<file path="src/rtl/jt12_syn_if.sv">
// Synthesizer-side end of the CPU write handshake: four-phase busy, register strobes, timer flags and IRQ.
// Strobe one cycle after acceptance; busy holds at least BUSY_CYCLES+1 cycles and never drops while write is high.
module jt12_syn_if #(
  parameter int BUSY_CYCLES = 32
) (
  input  logic       clk,
  input  logic       rst_n,
  input  logic       write_i,
  input  logic [1:0] addr_i,
  input  logic [7:0] din_i,
  output logic       busy_o,
  output logic       reg_wr_o,
  output logic       reg_part_o,
  output logic [7:0] reg_addr_o,
  output logic [7:0] reg_din_o,
  input  logic       ovf_a_i,
  input  logic       ovf_b_i,
  output logic       load_a_o,
  output logic       load_b_o,
  output logic       flag_a_o,
  output logic       flag_b_o,
  output logic       irq_n_o
);

  typedef enum logic [1:0] {IDLE, EXEC, HOLD, RELEASE} state_t;

  localparam logic [5:0] CNT_INIT = 6'(BUSY_CYCLES - 1);

  state_t     state_q, state_d;
  logic       armed_q, armed_d;
  logic       busy_q, busy_d;
  logic [5:0] cnt_q, cnt_d;
  logic [1:0] cap_addr_q, cap_addr_d;
  logic [7:0] cap_din_q, cap_din_d;
  logic [7:0] latch_q, latch_d;
  logic       reg_wr_q, reg_wr_d;
  logic       reg_part_q, reg_part_d;
  logic [7:0] reg_addr_q, reg_addr_d;
  logic [7:0] reg_din_q, reg_din_d;
  logic       load_a_q, load_a_d, load_b_q, load_b_d;
  logic       en_a_q, en_a_d, en_b_q, en_b_d;
  logic       flag_a_q, flag_a_d, flag_b_q, flag_b_d;
  logic       irq_n_q, irq_n_d;
  logic       clr_a, clr_b;

  always_comb begin
    state_d    = state_q;
    // A level still high across reset must be seen low once before it counts.
    armed_d    = armed_q | ~write_i;
    busy_d     = busy_q;
    cnt_d      = cnt_q;
    cap_addr_d = cap_addr_q;
    cap_din_d  = cap_din_q;
    latch_d    = latch_q;
    reg_wr_d   = 1'b0;
    reg_part_d = reg_part_q;
    reg_addr_d = reg_addr_q;
    reg_din_d  = reg_din_q;
    load_a_d   = load_a_q;
    load_b_d   = load_b_q;
    en_a_d     = en_a_q;
    en_b_d     = en_b_q;
    clr_a      = 1'b0;
    clr_b      = 1'b0;

    unique case (state_q)
      IDLE: begin
        if (write_i && armed_q) begin
          cap_addr_d = addr_i;
          cap_din_d  = din_i;
          busy_d     = 1'b1;
          cnt_d      = CNT_INIT;
          state_d    = EXEC;
        end
      end
      EXEC: begin
        state_d = HOLD;
        // EXEC counts toward the busy time so busy spans exactly BUSY_CYCLES+1.
        if (cnt_q != 6'd0) cnt_d = cnt_q - 6'd1;
        if (!cap_addr_q[0]) begin
          latch_d = cap_din_q;
        end else begin
          reg_wr_d   = 1'b1;
          reg_part_d = cap_addr_q[1];
          reg_addr_d = latch_q;
          reg_din_d  = cap_din_q;
          if (!cap_addr_q[1] && latch_q == 8'h27) begin
            load_a_d = cap_din_q[0];
            load_b_d = cap_din_q[1];
            en_a_d   = cap_din_q[2];
            en_b_d   = cap_din_q[3];
            clr_a    = cap_din_q[4];
            clr_b    = cap_din_q[5];
          end
        end
      end
      HOLD: begin
        if (cnt_q == 6'd0) state_d = RELEASE;
        else               cnt_d   = cnt_q - 6'd1;
      end
      RELEASE: begin
        if (!write_i) begin
          busy_d  = 1'b0;
          state_d = IDLE;
        end
      end
      default: state_d = IDLE;
    endcase
  end

  // Overflow set beats a simultaneous clear.
  assign flag_a_d = ovf_a_i | (flag_a_q & ~clr_a);
  assign flag_b_d = ovf_b_i | (flag_b_q & ~clr_b);
  assign irq_n_d  = ~((flag_a_q & en_a_q) | (flag_b_q & en_b_q));

  always_ff @(posedge clk or negedge rst_n) begin
    if (!rst_n) begin
      state_q    <= IDLE;
      armed_q    <= 1'b0;
      busy_q     <= 1'b0;
      cnt_q      <= 6'd0;
      cap_addr_q <= 2'd0;
      cap_din_q  <= 8'h00;
      latch_q    <= 8'h00;
      reg_wr_q   <= 1'b0;
      reg_part_q <= 1'b0;
      reg_addr_q <= 8'h00;
      reg_din_q  <= 8'h00;
      load_a_q   <= 1'b0;
      load_b_q   <= 1'b0;
      en_a_q     <= 1'b0;
      en_b_q     <= 1'b0;
      flag_a_q   <= 1'b0;
      flag_b_q   <= 1'b0;
      irq_n_q    <= 1'b1;
    end else begin
      state_q    <= state_d;
      armed_q    <= armed_d;
      busy_q     <= busy_d;
      cnt_q      <= cnt_d;
      cap_addr_q <= cap_addr_d;
      cap_din_q  <= cap_din_d;
      latch_q    <= latch_d;
      reg_wr_q   <= reg_wr_d;
      reg_part_q <= reg_part_d;
      reg_addr_q <= reg_addr_d;
      reg_din_q  <= reg_din_d;
      load_a_q   <= load_a_d;
      load_b_q   <= load_b_d;
      en_a_q     <= en_a_d;
      en_b_q     <= en_b_d;
      flag_a_q   <= flag_a_d;
      flag_b_q   <= flag_b_d;
      irq_n_q    <= irq_n_d;
    end
  end

  assign busy_o     = busy_q;
  assign reg_wr_o   = reg_wr_q;
  assign reg_part_o = reg_part_q;
  assign reg_addr_o = reg_addr_q;
  assign reg_din_o  = reg_din_q;
  assign load_a_o   = load_a_q;
  assign load_b_o   = load_b_q;
  assign flag_a_o   = flag_a_q;
  assign flag_b_o   = flag_b_q;
  assign irq_n_o    = irq_n_q;

endmodule

</file>
<file path="config.mk">
export PLATFORM = sky130hd
export DESIGN_NAME = jt12_syn_if
export DESIGN_NICKNAME = d
export VERILOG_FILES = /design/src/rtl/jt12_syn_if.sv
export SDC_FILE = /design/constraint.sdc
export NUM_CORES = 1
export LEC_CHECK = 0
export CAP_MARGIN = 20
export CORE_MARGIN = 1.5
export CORE_UTILIZATION = 56
export DETAILED_ROUTE_END_ITERATION = 6
export HOLD_SLACK_MARGIN = 0.05
export PLACE_DENSITY_LB_ADDON = 0.12
export REMOVE_ABC_BUFFERS = 1
export SLEW_MARGIN = 20
export SYNTH_ARGS = -nofsm -noshare
export SYNTH_HDL_FRONTEND = slang
export SYNTH_SLANG_ARGS = --single-unit
</file>
<file path="constraint.sdc">
create_clock -name clk -period 3.39 [get_ports clk]
set_input_delay 0.8475 -clock clk [delete_from_list [all_inputs] [get_ports clk]]
set_output_delay 0.8475 -clock clk [all_outputs]
set_load 0.02 [all_outputs]
</file>
==> results.yml <==
run_status:
  outcome: "finished, final reports clean"
global_route:
  maximum_number_of_pins_on_one_net_before_global_route_repair: 30
  grtUsageTotal_pct: 22.06
  globalRoute.totalOverflow: 0
  grt_pass1_wl_um: 6886
  grt_antenna_before_repair: 0
  first_global_vias: 1489
finish:
  n_fill_cell: 265
  final_cell_mix: "sky130_fd_sc_hd__dfrtp_1 (52), sky130_fd_sc_hd__mux2_2 (39), sky130_fd_sc_hd__clkdlybuf4s50_1 (37)"
  drive_gt1_share_pct: 26.87
  n_antenna_cell: 0
  ff_latch_area_sq_um: 1328
  finish.net_count: 222
  areaGrowthSynthToFinish_pct: 23.35
  finished_layout_cell_area_sq_um: 2730
  multiInputGateArea_sq_um: 852.1
  most_common_cell_after_layout_fill_and_taps_aside: "sky130_fd_sc_hd__dfrtp_1"
sta:
  finalHoldViolations: 0
  final.period_utilization_pct: 72.19
  finalClockSkew_ns: 0.005255
  rsz0062_at_grt: "no"
  final.setup.tns_ns: 0
  setup_viol: 0
  max_slew.worst_pin.slew_ns: 0.8005
  timing.final.max_slew_violations: 0
  relSlewSlack_pct: 46.52
  fin_crit_ns: 2.447
  fmax_mhz: 408.6
synth:
  post_synth_edffs: 0
  syn-mean-instance-area_sq_um: 14.19
  ys_ff_latch: 53
  yosysWarningCount: 0
  yosys.area.top_type_share_pct: 58.79
  yosys_most_used_dff: "sky130_fd_sc_hd__dfrtp_1"
  synth.area.top_cells: "sky130_fd_sc_hd__dfrtp_1 (59%), sky130_fd_sc_hd__mux2_2 (20%), sky130_fd_sc_hd__ha_1 (4.0%)"
  synth.lib_cells_used.distinct: 33
  synth-async-reset-ratio_pct: 100.0
  share_of_synthesized_area_occupied_by_flip_flops_and_latches_pct: 59.98
  synthCells: 156
  netlist_area_sq_um: 2213
  synthDominantAreaCellType: "sky130_fd_sc_hd__dfrtp_1"
clock_tree:
  total_clock_buffers_created_by_cts: 5
  number_of_clock_sinks: 53
  ctsLongestPathBuffers: 2
  ctsRootBufferMaster: "sky130_fd_sc_hd__clkbuf_8"
  worst_setup_hold_path_clk_slew_ns: 0.09
  tritoncts: "done"
  cts_setup_buffers: 0
  cts_resized: 0
  clk-insertion-delay-late_ns: 0.30
  hold_buffers: 0
  cts_max_level: 2
drt:
  drt_first_pass_iters: 4
  detailedRoute.firstIterationViolations: 80
  vias_per_cell: 5.530
  wl_per_cell_um: 16.80
  wirelength_um: 4183
  drt.antenna.violating_nets: 0
  num_vias: 1377
  drt_drc_violations_left: 0
floorplan:
  core_area_sq_um: 3716
  die-width_um: 65.87
  initial_core_util_pct: 59.56
  floorplan.io_pins: 39
  die_height_um: 65.87
  die-area_sq_um: 4339
  num_rows: 22
setup_path:
  critical_path.max_stage_delay_ns: 0.62
  worstPathRequired_ns: 3.58
  critical_path_cell_sequence: "clkdlybuf4s50_1, a21boi_0, a311oi_2, o21ai_0, a22o_1"
  worstSetupPathType: "in -> reg"
  crit_path_end_kind: "flip-flop"
  cp_max_fo: 10
  setup.worst_path.start_class: "primary input"
  cp.arrival_ns: 2.64
  critPathTopFamily: "compound AO/OA/AOI/OAI gates"
  cp.buffers_inverters: 1
  worst_path_max_delay_cell: "sky130_fd_sc_hd__a311oi_2"
power:
  ir_drop_uv: 597.5
  p_leak_nw: 1.196
  cellPowerDensity_nw_per_um2: 917.0
flow_run:
  cap_viol_max_count: 0
placed_design:
  dp_hpwl_um: 3047
  placedInstanceArea_sq_um: 2649
  place.port_buffers: 38
  gpl.final_weighted_congestion: 0.7319
hold_path:
  timing.hold.worst.class: "reg -> reg"
-- flip-flops by register name, summed over array words and instances, names as in the netlist --
name and count:
armed_q 1, busy_o 1, cap_addr_q 2, cap_din_q 8, cnt_q 6, en_a_q 1, en_b_q 1, flag_a_o 1
flag_b_o 1, irq_n_o 1, latch_q 8, load_a_o 1, load_b_o 1, reg_addr_o 8, reg_din_o 8, reg_part_o 1
reg_wr_o 1, state_q 2
-- worst paths after layout --
kind / startpoint / endpoint / slack (ns) / cells after the start
max: write_i / cnt_q[5] / 0.94 / 5
min: en_b_q / irq_n_o / 0.43 / 1
max reg2reg: state_q[0] / cnt_q[5] / 1.17 / 6
min reg2reg: en_b_q / irq_n_o / 0.43 / 1
max in group asynchronous: rst_n / cnt_q[5] / 2.06 / 2
min in group asynchronous: rst_n / reg_din_o[3] / 0.56 / 1
-- layout make-up --
type	count	share of cell area, %
clock buffer	7	2.796
clock inverter	1	0.1833
inverter	7	0.9624
multi-input combinational	94	31.21
sequential	53	48.62
tap	48	2.200
timing repair buffer	39	14.02
-- metal layers --
| layer | routed length (um) | global-route usage [%] | up-vias | share of wire [%] |
|---|---|---|---|---|
| li1 | - | - | 644 | - |
| met1 | 1695 | 24.11 | 697 | 41 |
| met2 | 2271 | 38.89 | 30 | 54 |
| met3 | 152 | 6.474 | 6 | 3.6 |
| met4 | 65 | 10.68 | 0 | 1.6 |
| met5 | 0 | 0 | - | 0 |
-- cells by family (layout without fill, tap and decap cells) --
group	Yosys count	after routing	synth area share [%]
muxes	40	40	20.29
and+or+nand+nor	30	30	8.650
adders and majority gates	7	7	3.957
DFF	53	53	59.98
AOI/OAI and AO/OA	17	17	5.596
buffers and inverters	9	54	1.527
-- power by group --
part	leakage [nW]	internal [mW]	total [mW]	switching, mW
Clock	0.0422	0.145	0.336	0.191
Combinational	0.531	0.565	1.08	0.513
Sequential	0.623	0.900	1.09	0.189
-- worst register-to-register path: stages, from the launching register on --
cell and delay (ns):
sky130_fd_sc_hd__dfrtp_1 0.41, sky130_fd_sc_hd__inv_1 0.10, sky130_fd_sc_hd__ha_1 0.24, sky130_fd_sc_hd__or2_2 0.32, sky130_fd_sc_hd__a311oi_2 0.59, sky130_fd_sc_hd__o21ai_0 0.20
sky130_fd_sc_hd__a22o_1 0.26
-- Yosys cell counts, drive strengths merged, types with 2 or more instances --
master  instances
and3            2
nand2           6
inv             7
dfrtp          52
nor2            2
o21ai           4
ha              7
clkbuf          2
nor3            4
a31oi           2
or2             2
a21oi           2
mux2           39
a21o            3
nor2b           3
nand2b          3
-- stage by stage --
step,hold WS (ns),std cells,utilization (%),total power [mW],setup WS [ns]
after CTS,0.4370,249,73.47,2.531,0.9698
after global placement,0.3985,241,71.28,2.111,0.7771
final,0.4337,249,73.47,2.504,0.9427
after detailed placement,0.4251,241,71.28,2.194,0.6464
after floorplan,0.3857,154,-,1.754,1.467
after global routing,0.4466,249,73.47,2.667,0.8434
Note: power is estimated with default switching activity, not from simulation.
